<file path="config.mk">
export PLATFORM = sky130hd
export DESIGN_NAME = chamber_timer
export DESIGN_NICKNAME = d
export VERILOG_FILES = /design/src/rtl/chamber_timer.sv
export SDC_FILE = /design/constraint.sdc
export NUM_CORES = 1
export LEC_CHECK = 0
export CORE_MARGIN = 3
export CORE_UTILIZATION = 53
export CTS_CLUSTER_DIAMETER = 30
export DETAILED_ROUTE_END_ITERATION = 12
export PLACE_DENSITY = 0.88
export SLEW_MARGIN = 20
export SYNTH_ARGS = -nofsm -noshare
export SYNTH_HDL_FRONTEND = slang
export SYNTH_SLANG_ARGS = --single-unit
</file>
<file path="constraint.sdc">
create_clock -name clk -period 1.8 [get_ports clk]
set_input_delay 0.54 -clock clk [delete_from_list [all_inputs] [get_ports clk]]
set_output_delay 0.54 -clock clk [all_outputs]
set_load 0.05 [all_outputs]
</file>
<file path="src/rtl/chamber_timer.sv">
// chamber_timer: responder for the airlock wait/fill/drain start/done
// handshake. It times the requested interval in minutes from a cycle
// prescaler and drives the pump enables while that interval runs.
//
// state | meaning
// ------+--------------------------------------------------------------
// IDLE  | no request active; captures the highest-priority start
// RUN   | interval counting; pump of the selected channel enabled
// DONE  | interval complete; done of the selected channel held high
module chamber_timer #(
  parameter int CYCLES_PER_MIN = 4,
  parameter int WAIT_MIN       = 5,
  parameter int FILL_MIN       = 7,
  parameter int DRAIN_MIN      = 8
) (
  input  logic       clk,
  input  logic       reset,
  input  logic       wait_start,
  input  logic       fill_start,
  input  logic       drain_start,
  output logic       wait_done,
  output logic       fill_done,
  output logic       drain_done,
  output logic       fill_pump,
  output logic       drain_pump,
  output logic       busy,
  output logic [3:0] min_left,
  output logic       conflict
);

  localparam int PW = (CYCLES_PER_MIN > 1) ? $clog2(CYCLES_PER_MIN) : 1;
  localparam logic [PW-1:0] PRESC_LAST = PW'(CYCLES_PER_MIN - 1);

  localparam logic [3:0] WAIT_N  = 4'(WAIT_MIN);
  localparam logic [3:0] FILL_N  = 4'(FILL_MIN);
  localparam logic [3:0] DRAIN_N = 4'(DRAIN_MIN);

  localparam logic [1:0] SEL_NONE  = 2'd0;
  localparam logic [1:0] SEL_WAIT  = 2'd1;
  localparam logic [1:0] SEL_FILL  = 2'd2;
  localparam logic [1:0] SEL_DRAIN = 2'd3;

  typedef enum logic [1:0] {
    ST_IDLE = 2'd0,
    ST_RUN  = 2'd1,
    ST_DONE = 2'd2
  } state_t;

  state_t        state;
  logic [1:0]    sel;
  logic [PW-1:0] presc;

  logic          start_sel;
  logic [1:0]    start_count;
  logic [1:0]    cap_sel;
  logic [3:0]    cap_min;

  // Request of the channel currently owned; other channels are ignored
  // until the block returns to IDLE.
  always_comb begin
    start_sel = 1'b0;
    case (sel)
      SEL_WAIT:  start_sel = wait_start;
      SEL_FILL:  start_sel = fill_start;
      SEL_DRAIN: start_sel = drain_start;
      default:   start_sel = 1'b0;
    endcase
  end

  assign start_count = {1'b0, wait_start} + {1'b0, fill_start} + {1'b0, drain_start};

  // Priority pick for a capture in IDLE: wait > fill > drain.
  always_comb begin
    cap_sel = SEL_NONE;
    cap_min = 4'd0;
    if (wait_start) begin
      cap_sel = SEL_WAIT;
      cap_min = WAIT_N;
    end else if (fill_start) begin
      cap_sel = SEL_FILL;
      cap_min = FILL_N;
    end else if (drain_start) begin
      cap_sel = SEL_DRAIN;
      cap_min = DRAIN_N;
    end
  end

  // Sequencer with all outputs registered so pumps and dones never glitch.
  always_ff @(posedge clk or negedge reset) begin
    if (!reset) begin
      state      <= ST_IDLE;
      sel        <= SEL_NONE;
      presc      <= '0;
      min_left   <= 4'd0;
      wait_done  <= 1'b0;
      fill_done  <= 1'b0;
      drain_done <= 1'b0;
      fill_pump  <= 1'b0;
      drain_pump <= 1'b0;
      busy       <= 1'b0;
      conflict   <= 1'b0;
    end else begin
      case (state)
        ST_IDLE: begin
          if (start_count != 2'd0) begin
            state      <= ST_RUN;
            sel        <= cap_sel;
            min_left   <= cap_min;
            presc      <= '0;
            busy       <= 1'b1;
            fill_pump  <= (cap_sel == SEL_FILL);
            drain_pump <= (cap_sel == SEL_DRAIN);
            if (start_count >= 2'd2) conflict <= 1'b1;
          end
        end

        ST_RUN: begin
          if (!start_sel) begin
            // Requester withdrew: abort silently, no done.
            state      <= ST_IDLE;
            sel        <= SEL_NONE;
            min_left   <= 4'd0;
            presc      <= '0;
            busy       <= 1'b0;
            fill_pump  <= 1'b0;
            drain_pump <= 1'b0;
          end else if (presc == PRESC_LAST) begin
            presc    <= '0;
            min_left <= min_left - 4'd1;
            if (min_left == 4'd1) begin
              state      <= ST_DONE;
              fill_pump  <= 1'b0;
              drain_pump <= 1'b0;
              wait_done  <= (sel == SEL_WAIT);
              fill_done  <= (sel == SEL_FILL);
              drain_done <= (sel == SEL_DRAIN);
            end
          end else begin
            presc <= presc + PW'(1);
          end
        end

        ST_DONE: begin
          // Done is held until the requester drops its start.
          if (!start_sel) begin
            state      <= ST_IDLE;
            sel        <= SEL_NONE;
            busy       <= 1'b0;
            wait_done  <= 1'b0;
            fill_done  <= 1'b0;
            drain_done <= 1'b0;
          end
        end

        default: begin
          state <= ST_IDLE;
          sel   <= SEL_NONE;
        end
      endcase
    end
  end

endmodule

</file>
==> out/metrics.csv <==
metric;value;unit
gp_congestion;0.8264;
dp_hpwl;1.952;mm
clk_pin_slew_worst_paths;0.09;ns
timing.slew.headroom;75.11;%
worstMarginPinSlew;0.3734;ns
cts-buffers-inserted;3;
grt_first_pass_wirelength;4.374;mm
path_cells;buf_8 > fa_1 > or3b_4 > o21ai_4 > a31oi_4 > o22a_1;
fill_cells;98;
diodes;0;
clockRootBuffer;clkbuf_4;
synthMuxAreaShare;7.068;%
drt_pass1_iterations;4;
crit_fanout;7;
ys_warn_count;0;
antenna_found_initial;0;
cts_max_level;1;
required;1.98;ns
syn2layout_area_growth;42.53;%
grt_max_degree;18;
drive_above_1_share;39.16;%
start_util;59.31;%
post-place-cells;162;
first_global_vias;993;
synth_top_family_by_area;compound AO/OA/AOI/OAI gates;
critical-path-top-delay-family;adder cells;
drtIter0Drc;21;
fin_crit_sh;99.92;%
timing.fmax;556.0;MHz
finalHoldViolations;0;
num_rows;15;
path_class;in -> reg;
powerDensity;1633;nW/µm²
hold_class;reg -> reg;
setup.worst_path.start_class;primary input;
reg2reg_slack;0.04;ns
critPathCaptureType;flip-flop;
die_h;51.14;µm
vias;973;
postSynthCellCount;106;
avgSynthCellArea;10.19;µm²
cp_num_buf_inv;1;
viasPerCell;5.792;
finalSetupViolations;0;
yosys.area_share.xor_xnor;0;%
final-max-slew-violation-count;0;
coreArea;1821;µm²
power.static_leakage;0.7166;nW
cts_sinks;17;
cts_tree;done;
drt-wirelength-per-cell;15.82;µm
port_buffers;15;
clk_latency;0.29;ns
final_antenna_net_count;0;
grt_usage;22.37;%
cp_slowest_cell;fa_1;
synth_compound_area_share;23.64;%
final_core_util;84.54;%
ios;16;
die_x;51.14;µm
syn-cell-area;1080;µm²
synthesis.nets;118;
synth_fa_ha_area_share;8.806;%
grt_setup_unrepaired;true;
status;completed;
fin_crit;1.798;ns
nets;156;
vdd_drop_max;1.231;mV
max_stage_delay;0.49;ns
cap_violations;0;
synth.distinct_cells;42;
synth_seq_cells;17;
dieArea;2615;µm²
arrival;1.98;ns
clockBufferDepth;2;
grt-ovfl-total;0;
seq_area_frac_synth;39.40;%
synthSimpleGateAreaFrac;15.41;%
fin_cells;168;
routed_wl;2.657;mm
fin_skew;0.001532;ns
drc_errors;0;
whs;0.5078;ns
through the flow:
stage	total power (W)	setup TNS (ns)	setup slack [ns]	area, µm²
finish	0.002513	0	0.001522	1539
global route	0.002663	-0.2601	-0.05531	1539
CTS	0.002435	-0.02364	-0.02364	1484
detailed placement	0.002209	-9.375	-0.6795	1455
global placement	0.002136	-8.612	-0.6476	1455
floorplan	0.001581	-0.6502	-0.1516	1091
kinds of logic after synthesis:
logic type / after synthesis
compound gates: 34
simple gates: 28
flops: 17
buf+inv: 13
mux: 7
fa+ha+maj: 7
final cells by class:
class	count	area [µm²]	area share, %
Clock buffer	4	26.28	1.707
Inverter	9	33.78	2.195
Multi-Input combinational cell	76	638.1	41.46
Sequential cell	17	425.4	27.64
Tap cell	25	31.28	2.033
Timing Repair Buffer	37	384.1	24.96
report_power, final:
part / leakage [nW] / switching (W) / internal (W) / total [W]
registers: 0.218 / 0.000151 / 0.000499 / 0.000650
clock network: 0.0150 / 0.000116 / 0.0000862 / 0.000202
logic: 0.484 / 0.000844 / 0.000817 / 0.00166
synth_stat cells:
cell type / instances / share of area (%)
dfrtp_1: 17 / 39
inv_1: 9 / 3.1
o21ai_0: 9 / 4.2
ha_1: 6 / 7.0
nand2_1: 6 / 2.1
a21oi_1: 5 / 2.3
mux2i_1: 5 / 4.6
nor2_1: 5 / 1.7
a21o_1: 3 / 2.1
nand3_1: 3 / 1.4
a2bb2oi_2: 2 / 2.8
nand2b_1: 2 / 1.2
nor3b_1: 2 / 1.4
o21ai_1: 2 / 0.93
o21ai_2: 2 / 1.6
o22a_1: 2 / 1.6
a21oi_2: 1 / 0.81
a31oi_1: 1 / 0.58
a31oi_4: 1 / 2.0
a32o_1: 1 / 0.93
a41oi_1: 1 / 0.81
and2_1: 1 / 0.58
buf_2: 1 / 0.46
buf_4: 1 / 0.70
buf_6: 1 / 1.0
clkbuf_1: 1 / 0.35
fa_1: 1 / 1.9
mux2_1: 1 / 1.0
mux2_4: 1 / 1.4
nand3_2: 1 / 0.93
nand3b_1: 1 / 0.70
nand4_1: 1 / 0.58
nand4bb_1: 1 / 1.0
nor2b_1: 1 / 0.58
nor3_1: 1 / 0.46
nor3b_2: 1 / 1.2
o2111ai_1: 1 / 0.81
o211ai_1: 1 / 0.70
o21ba_1: 1 / 0.93
o22ai_1: 1 / 0.58
or2_2: 1 / 0.58
or3b_4: 1 / 1.0
metal layers:
layer / track usage, % / routed length (µm) / up-vias
met3: 2.624 / 106 / 8
li1: - / - / 457
met4: 9.417 / 65 / 0
met2: 41.42 / 1413 / 28
met1: 25.61 / 1071 / 480
met5: 0 / 0 / -
registers in the layout (all words and copies together) (netlist names):
signal      cells
min_left        4
presc           2
sel             2
state           2
busy            1
conflict        1
drain_done      1
drain_pump      1
fill_done       1
fill_pump       1
wait_done       1
final timing paths:
kind                        startpoint     endpoint  cells after the start
max in group asynchronous        reset       sel[1]                      2
setup reg to reg              state[1]  min_left[0]                      6
setup / recovery           drain_start  min_left[0]                      6
min in group asynchronous        reset  min_left[1]                      2
hold reg to reg               presc[0]     presc[0]                      1
hold / removal                presc[0]     presc[0]                      1
layout by cell type, fill, tap and decap left out, types with 2 or more instances in the layout:
cell,netlist,final
o22a_1,2,2
nand2_1,6,6
ha_1,6,5
nand3_1,3,3
a21oi_4,0,2
mux2_4,1,2
clkbuf_4,0,3
a2bb2oi_2,2,2
nor3b_2,1,2
nor2_1,5,5
mux2i_1,5,5
buf_6,1,3
nand2b_1,2,2
o21ai_1,2,3
o21ai_2,2,2
o21ai_0,9,7
a21oi_1,5,3
buf_4,1,24
buf_12,0,7
dfrtp_1,17,17
inv_1,9,9
a21o_1,3,3
what timing repair did:
| action | CTS | global route |
|---|---|---|
| pin swaps | 3 | 6 |
| hold buffers | 0 | 0 |
| setup buffers | 0 | 2 |
| gates resized for setup | 15 | 11 |
| endpoints found under the setup margin | 16 | 11 |
| cloned | 0 | 0 |
No activity file was read; power rests on OpenSTA's default activity.
